<file path="config.mk">
export PLATFORM = sky130hd
export DESIGN_NAME = prbs_gen_multi
export DESIGN_NICKNAME = d
export VERILOG_FILES = /design/src/rtl/prbs_gen_multi.sv
export SDC_FILE = /design/constraint.sdc
export NUM_CORES = 1
export LEC_CHECK = 0
export ABC_CLOCK_PERIOD_IN_PS = 4600
export CAP_MARGIN = 15
export CORE_ASPECT_RATIO = 2
export CORE_MARGIN = 3
export CORE_UTILIZATION = 45
export CTS_CLUSTER_SIZE = 24
export DETAILED_ROUTE_END_ITERATION = 16
export HOLD_SLACK_MARGIN = 0.15
export PLACE_DENSITY = 0.77
export REMOVE_ABC_BUFFERS = 1
export SYNTH_ARGS = -nofsm -noshare
export SYNTH_HDL_FRONTEND = slang
export SYNTH_SLANG_ARGS = --single-unit
export TNS_END_PERCENT = 20
</file>
<file path="constraint.sdc">
create_clock -name CLK -period 4.6 [get_ports CLK]
set_input_delay 0.92 -clock CLK [delete_from_list [all_inputs] [get_ports CLK]]
set_output_delay 0.92 -clock CLK [all_outputs]
set_load 0.01 [all_outputs]
</file>
<file path="src/rtl/prbs_gen_multi.sv">
`default_nettype none
// ============================================================================
// Module      : prbs_gen_multi
// Description : Run-time selectable PRBS7/9/15/23/31 word generator with
//               programmable seed and word count, valid/ready output stream.
// Revision    : 1.0 - initial release
// ============================================================================
module prbs_gen_multi #(
  parameter int DW = 8,
  parameter int CW = 8
) (
  input  logic          CLK,
  input  logic          RST,
  input  logic          start,
  input  logic [2:0]    mode,
  input  logic [30:0]   seed,
  input  logic [CW-1:0] n,
  input  logic          stop,
  input  logic          out_ready,
  output logic          out_valid,
  output logic [DW-1:0] out_data,
  output logic          busy,
  output logic          done,
  output logic          cfg_err
);

  localparam logic [30:0] c_ONES = 31'h7FFF_FFFF;

  typedef enum logic [0:0] {
    ST_IDLE = 1'b0,
    ST_RUN  = 1'b1
  } state_t;

  state_t          r_state, w_state_nxt;
  logic [2:0]      r_mode, w_mode_nxt;
  logic [30:0]     r_lfsr, w_lfsr_nxt;
  logic [CW-1:0]   r_count, w_count_nxt;
  logic            r_valid, w_valid_nxt;
  logic [DW-1:0]   r_data, w_data_nxt;
  logic            r_busy, w_busy_nxt;
  logic            r_done, w_done_nxt;
  logic            r_cfg_err, w_cfg_err_nxt;

  logic [2:0]      w_gen_mode;
  logic [30:0]     w_seed_low;
  logic [30:0]     w_seed_eff;
  logic [30:0]     w_gen_s;
  logic            w_gen_fb;
  logic [DW-1:0]   w_word;
  logic            w_mode_ok;
  logic            w_handshake;

  function automatic logic [30:0] len_mask(input logic [2:0] m);
    case (m)
      3'd1:    len_mask = 31'h0000_01FF;
      3'd2:    len_mask = 31'h0000_7FFF;
      3'd3:    len_mask = 31'h007F_FFFF;
      3'd4:    len_mask = 31'h7FFF_FFFF;
      default: len_mask = 31'h0000_007F;
    endcase
  endfunction

  function automatic logic tap_fb(input logic [30:0] s, input logic [2:0] m);
    case (m)
      3'd1:    tap_fb = s[8]  ^ s[4];
      3'd2:    tap_fb = s[14] ^ s[13];
      3'd3:    tap_fb = s[22] ^ s[17];
      3'd4:    tap_fb = s[30] ^ s[27];
      default: tap_fb = s[6]  ^ s[5];
    endcase
  endfunction

  // In IDLE the word is built from the incoming seed so the first word is
  // ready one cycle after start; in RUN it continues from the held LFSR.
  always_comb begin
    w_gen_mode = (r_state == ST_IDLE) ? mode : r_mode;
    w_seed_low = seed & len_mask(mode);
    w_seed_eff = (w_seed_low == 31'd0) ? len_mask(mode) : w_seed_low;
    w_gen_s    = (r_state == ST_IDLE) ? w_seed_eff : r_lfsr;
    w_gen_fb   = 1'b0;
    w_word     = '0;
    for (int i = 0; i < DW; i++) begin
      w_gen_fb  = tap_fb(w_gen_s, w_gen_mode);
      w_word[i] = w_gen_fb;
      w_gen_s   = {w_gen_s[29:0], w_gen_fb} & len_mask(w_gen_mode);
    end
  end

  assign w_mode_ok   = (mode <= 3'd4);
  assign w_handshake = r_valid & out_ready;

  always_comb begin
    w_state_nxt   = r_state;
    w_mode_nxt    = r_mode;
    w_lfsr_nxt    = r_lfsr;
    w_count_nxt   = r_count;
    w_valid_nxt   = r_valid;
    w_data_nxt    = r_data;
    w_busy_nxt    = r_busy;
    w_done_nxt    = 1'b0;
    w_cfg_err_nxt = 1'b0;
    case (r_state)
      ST_IDLE: begin
        if (start) begin
          if (w_mode_ok) begin
            w_state_nxt = ST_RUN;
            w_mode_nxt  = mode;
            w_count_nxt = n;
            w_data_nxt  = w_word;
            w_lfsr_nxt  = w_gen_s;
            w_valid_nxt = 1'b1;
            w_busy_nxt  = 1'b1;
          end else begin
            w_cfg_err_nxt = 1'b1;
          end
        end
      end
      ST_RUN: begin
        // stop wins over a same-cycle handshake; that word is dropped.
        if (stop) begin
          w_state_nxt = ST_IDLE;
          w_valid_nxt = 1'b0;
          w_busy_nxt  = 1'b0;
        end else if (w_handshake) begin
          if (r_count == CW'(1)) begin
            w_state_nxt = ST_IDLE;
            w_valid_nxt = 1'b0;
            w_busy_nxt  = 1'b0;
            w_done_nxt  = 1'b1;
          end else begin
            w_data_nxt = w_word;
            w_lfsr_nxt = w_gen_s;
            if (r_count != '0) begin
              w_count_nxt = r_count - CW'(1);
            end
          end
        end
      end
      default: w_state_nxt = ST_IDLE;
    endcase
  end

  always_ff @(posedge CLK) begin
    if (RST) begin
      r_state   <= ST_IDLE;
      r_mode    <= 3'd0;
      r_lfsr    <= c_ONES;
      r_count   <= '0;
      r_valid   <= 1'b0;
      r_data    <= '0;
      r_busy    <= 1'b0;
      r_done    <= 1'b0;
      r_cfg_err <= 1'b0;
    end else begin
      r_state   <= w_state_nxt;
      r_mode    <= w_mode_nxt;
      r_lfsr    <= w_lfsr_nxt;
      r_count   <= w_count_nxt;
      r_valid   <= w_valid_nxt;
      r_data    <= w_data_nxt;
      r_busy    <= w_busy_nxt;
      r_done    <= w_done_nxt;
      r_cfg_err <= w_cfg_err_nxt;
    end
  end

  assign out_valid = r_valid;
  assign out_data  = r_data;
  assign busy      = r_busy;
  assign done      = r_done;
  assign cfg_err   = r_cfg_err;

endmodule
`default_nettype wire

</file>
==> impl_metrics.ini <==
[cells_and_area]
fill_cells = 847
nNetsFinal = 613
multi_input_area_mm2 = 0.00279
n_antenna_cell = 0
final_util = 0.562
area.sequential_mm2 = 0.00108
final_cell_area_mm2 = 0.00492
areaGrowthSynthToFinish_pct = 19.8
final_cell_mix = clkdlybuf4s50_1 (57), dfxtp_1 (53), nor2_1 (46), a21oi_1 (46), nand2_1 (45)
layout-drive-gt1-share = 0.105
layout.cells.most_common = clkdlybuf4s50_1

[setup_path]
critical_path_depth = 11
crit_buf_inv = 2
cp-endpoint = out_data[7]
critPathLaunchType = input port
r2r-end = out_data[5]
ff2ff_path_depth = 8
worstPathArrival_ns = 4.23
crit_fanout = 16
crit_slowest_cell = a22oi_2
endpoint_kind = register
crit_family = compound AO/OA/AOI/OAI gates
critPathKind = input port to register
slowest_delay_ns = 0.78
r2r_setup_slack_ns = 1.30
cp.required_ns = 4.75
path_cells = clkdlybuf4s50_1 -> nor3_1 -> buf_4 -> nand4_1 -> a22oi_2 -> a21oi_1 -> a32o_1 -> a221o_1 -> xor2_1 -> a211oi_2 -> o41ai_1
cp-startpoint = seed[12]
r2r_start = r_state

[sta]
holdWs_ns = 0.478
finalSetupViolCount = 0
final.setup_skew_ns = 0.00794
worst_slew_pin_slew_ns = 0.991
relSlewSlack = 0.339
slew_viol_final = 0
fmax_mhz = 245
rsz0062_at_grt = false
fin_crit_ns = 4.08
fin_crit_sh = 0.887
final_hold_viol_count = 0
finalSetupTns_ns = 0

[die]
die_w_um = 73.6
initial_core_util = 0.469
die_area_mm2 = 0.0104
ios = 59
die_h_um = 141
core_mm2 = 0.00877
row_count = 48

[synthesis]
postSynthCellCount = 519
synth_compound_area_frac = 0.357
yosysWarnings = 0
synth_top_family_by_area = compound AO/OA/AOI/OAI gates
synth_area_per_cell_um2 = 7.92
synth_fa_ha_area_frac = 0.00609
ys_seq_area_frac = 0.263
yosys.area_share.simple = 0.195
synthMuxAreaShare = 0.00518
ys_types = 82
ys.flop_type = dfxtp_1
synth_xor_area_frac = 0.115
synth_edf_count = 0
ys_ff_latch = 54
syn_area_mm2 = 0.00411
synth_async_sr_flop_share = 0

[clocking]
cts_hold_buf = 0
htree_levels = 2
cts_buffer_depth = 2
cts.sinks = 54
cts_resized = 0
post_cts_buffers = 0
cts_made_buffers = 5
cts_root_buf = clkbuf_16
cts.clk_slew.worst_paths_ns = 0.07
worstSkewPairLatency_ns = 0.30
cts_tree = built

[flow_run]
cap_violations = 0

[global_route]
busiest_layer = met2
grt_max_degree = 57
antenna_found_initial = 0
grt_use_total = 0.291
globalRouteOverflowTotal = 0
gr-usage-met2 = 0.509
first_global_vias = 4328
grt_util_met3 = 0.0343
grt_pass1_wl_mm = 23.0
use_met1 = 0.307

[place]
place.gp.congestion = 0.972
io_buffers = 58
placed_area_mm2 = 0.00476
place_hpwl_mm = 11.3

[power]
power.leakage_nw = 1.73
ir_drop_v = 0.000248
powerDensity_mw_per_mm2 = 300
total_power_w = 0.00148

[detailed_routing]
ant_nets = 0
dr.pass1.iters = 5
drt_wl_total_mm = 14.9
drc = 0
wl_per_cell_um = 22.4
vias = 4367
vias_per_cell = 6.58
drt_iter0_markers = 386

[hold_path]
worstHoldPathType = register to register

[outcome]
outcome = finished clean
## synth_stat cells, types with 3 or more instances
cell type  count  area [um^2]
inv_1         10         37.5
nand3_1        9         45.0
dfxtp_1       54         1080
o211ai_1       3         22.5
nor3_1        16         80.1
nor4_1         5         31.3
a211oi_1      12         90.1
o221ai_1       8         70.1
nor2b_1        4         25.0
a31oi_1        6         37.5
a221o_1       21          210
xnor2_1       29          254
o221a_2        3         33.8
a22oi_1        4         30.0
a21oi_1       46          230
nand2b_1       3         18.8
a221oi_1       4         35.0
o21ai_0       30          150
o21ai_2        3         26.3
nand3b_1       5         37.5
xor2_1        23          201
buf_6          4         45.0
nor2_1        46          173
o21bai_1       4         30.0
o22ai_1        9         56.3
buf_2         11         55.1
o21ai_1        4         20.0
o31ai_1        7         52.6
o22a_1         4         35.0
nand2_1       45          169
buf_1          5         18.8
clkbuf_1      18         67.6
o32ai_1        3         26.3
## registers in the layout, indices dropped and copies added, names as in the netlist
name,count
out_data,8
r_count,8
r_state,1
done,1
cfg_err,1
r_mode,3
r_lfsr,31
busy,1
## tightest hold or removal path: stages, from the launching register on
cell,delay (ns)
dfxtp_1,0.32
nand2_1,0.05
a21oi_1,0.06
## worst min-delay path by stage
| stage | startpoint | to | depth (start not counted) |
|---|---|---|---|
| 2_1_floorplan | r_lfsr[10] | r_lfsr[10] | 1 |
| 3_3_place_gp | out_data[2] | out_data[2] | 2 |
| 3_5_place_dp | out_data[2] | out_data[2] | 2 |
| 4_1_cts | out_data[2] | out_data[2] | 2 |
| 5_1_grt | r_lfsr[9] | r_lfsr[9] | 1 |
| 6_report | out_data[2] | out_data[2] | 2 |
## per-stage QoR
stage	std cells	worst slack [ns]
final	664	0.518
after global routing	664	0.302
after CTS	664	0.584
after detailed placement	657	0.267
after global placement	657	0.330
after floorplan	479	0.0813
## layout make-up
class / count / share of cell area
clock buffer: 5 / 0.0254
clock inverter: 2 / 0.00788
inverter: 10 / 0.00762
multi-input combinational: 415 / 0.566
sequential: 54 / 0.220
tap: 100 / 0.0254
timing repair buffer: 78 / 0.147
## cells by family (layout without fill, tap and decap cells)
kind of cell	after synthesis	in the layout
AOI/OAI and AO/OA	198	198
DFF	54	54
adders and majority gates	2	2
muxes	2	2
and+or+nand+nor	160	160
xor gates and xnor gates	53	53
buffers and inverters	50	95
## where the power goes
group	leakage (nW)	switching, W	internal (W)
Sequential	0.447	0.0000547	0.000509
Clock	0.0799	0.000181	0.000255
Combinational	1.20	0.000268	0.000209
## metal layers
metal / up-vias / part of all wire
li1: 2034 / -
met1: 2034 / 0.34
met2: 226 / 0.52
met3: 73 / 0.056
met4: 0 / 0.080
met5: - / 0
Note: power is estimated with default switching activity, not from simulation.
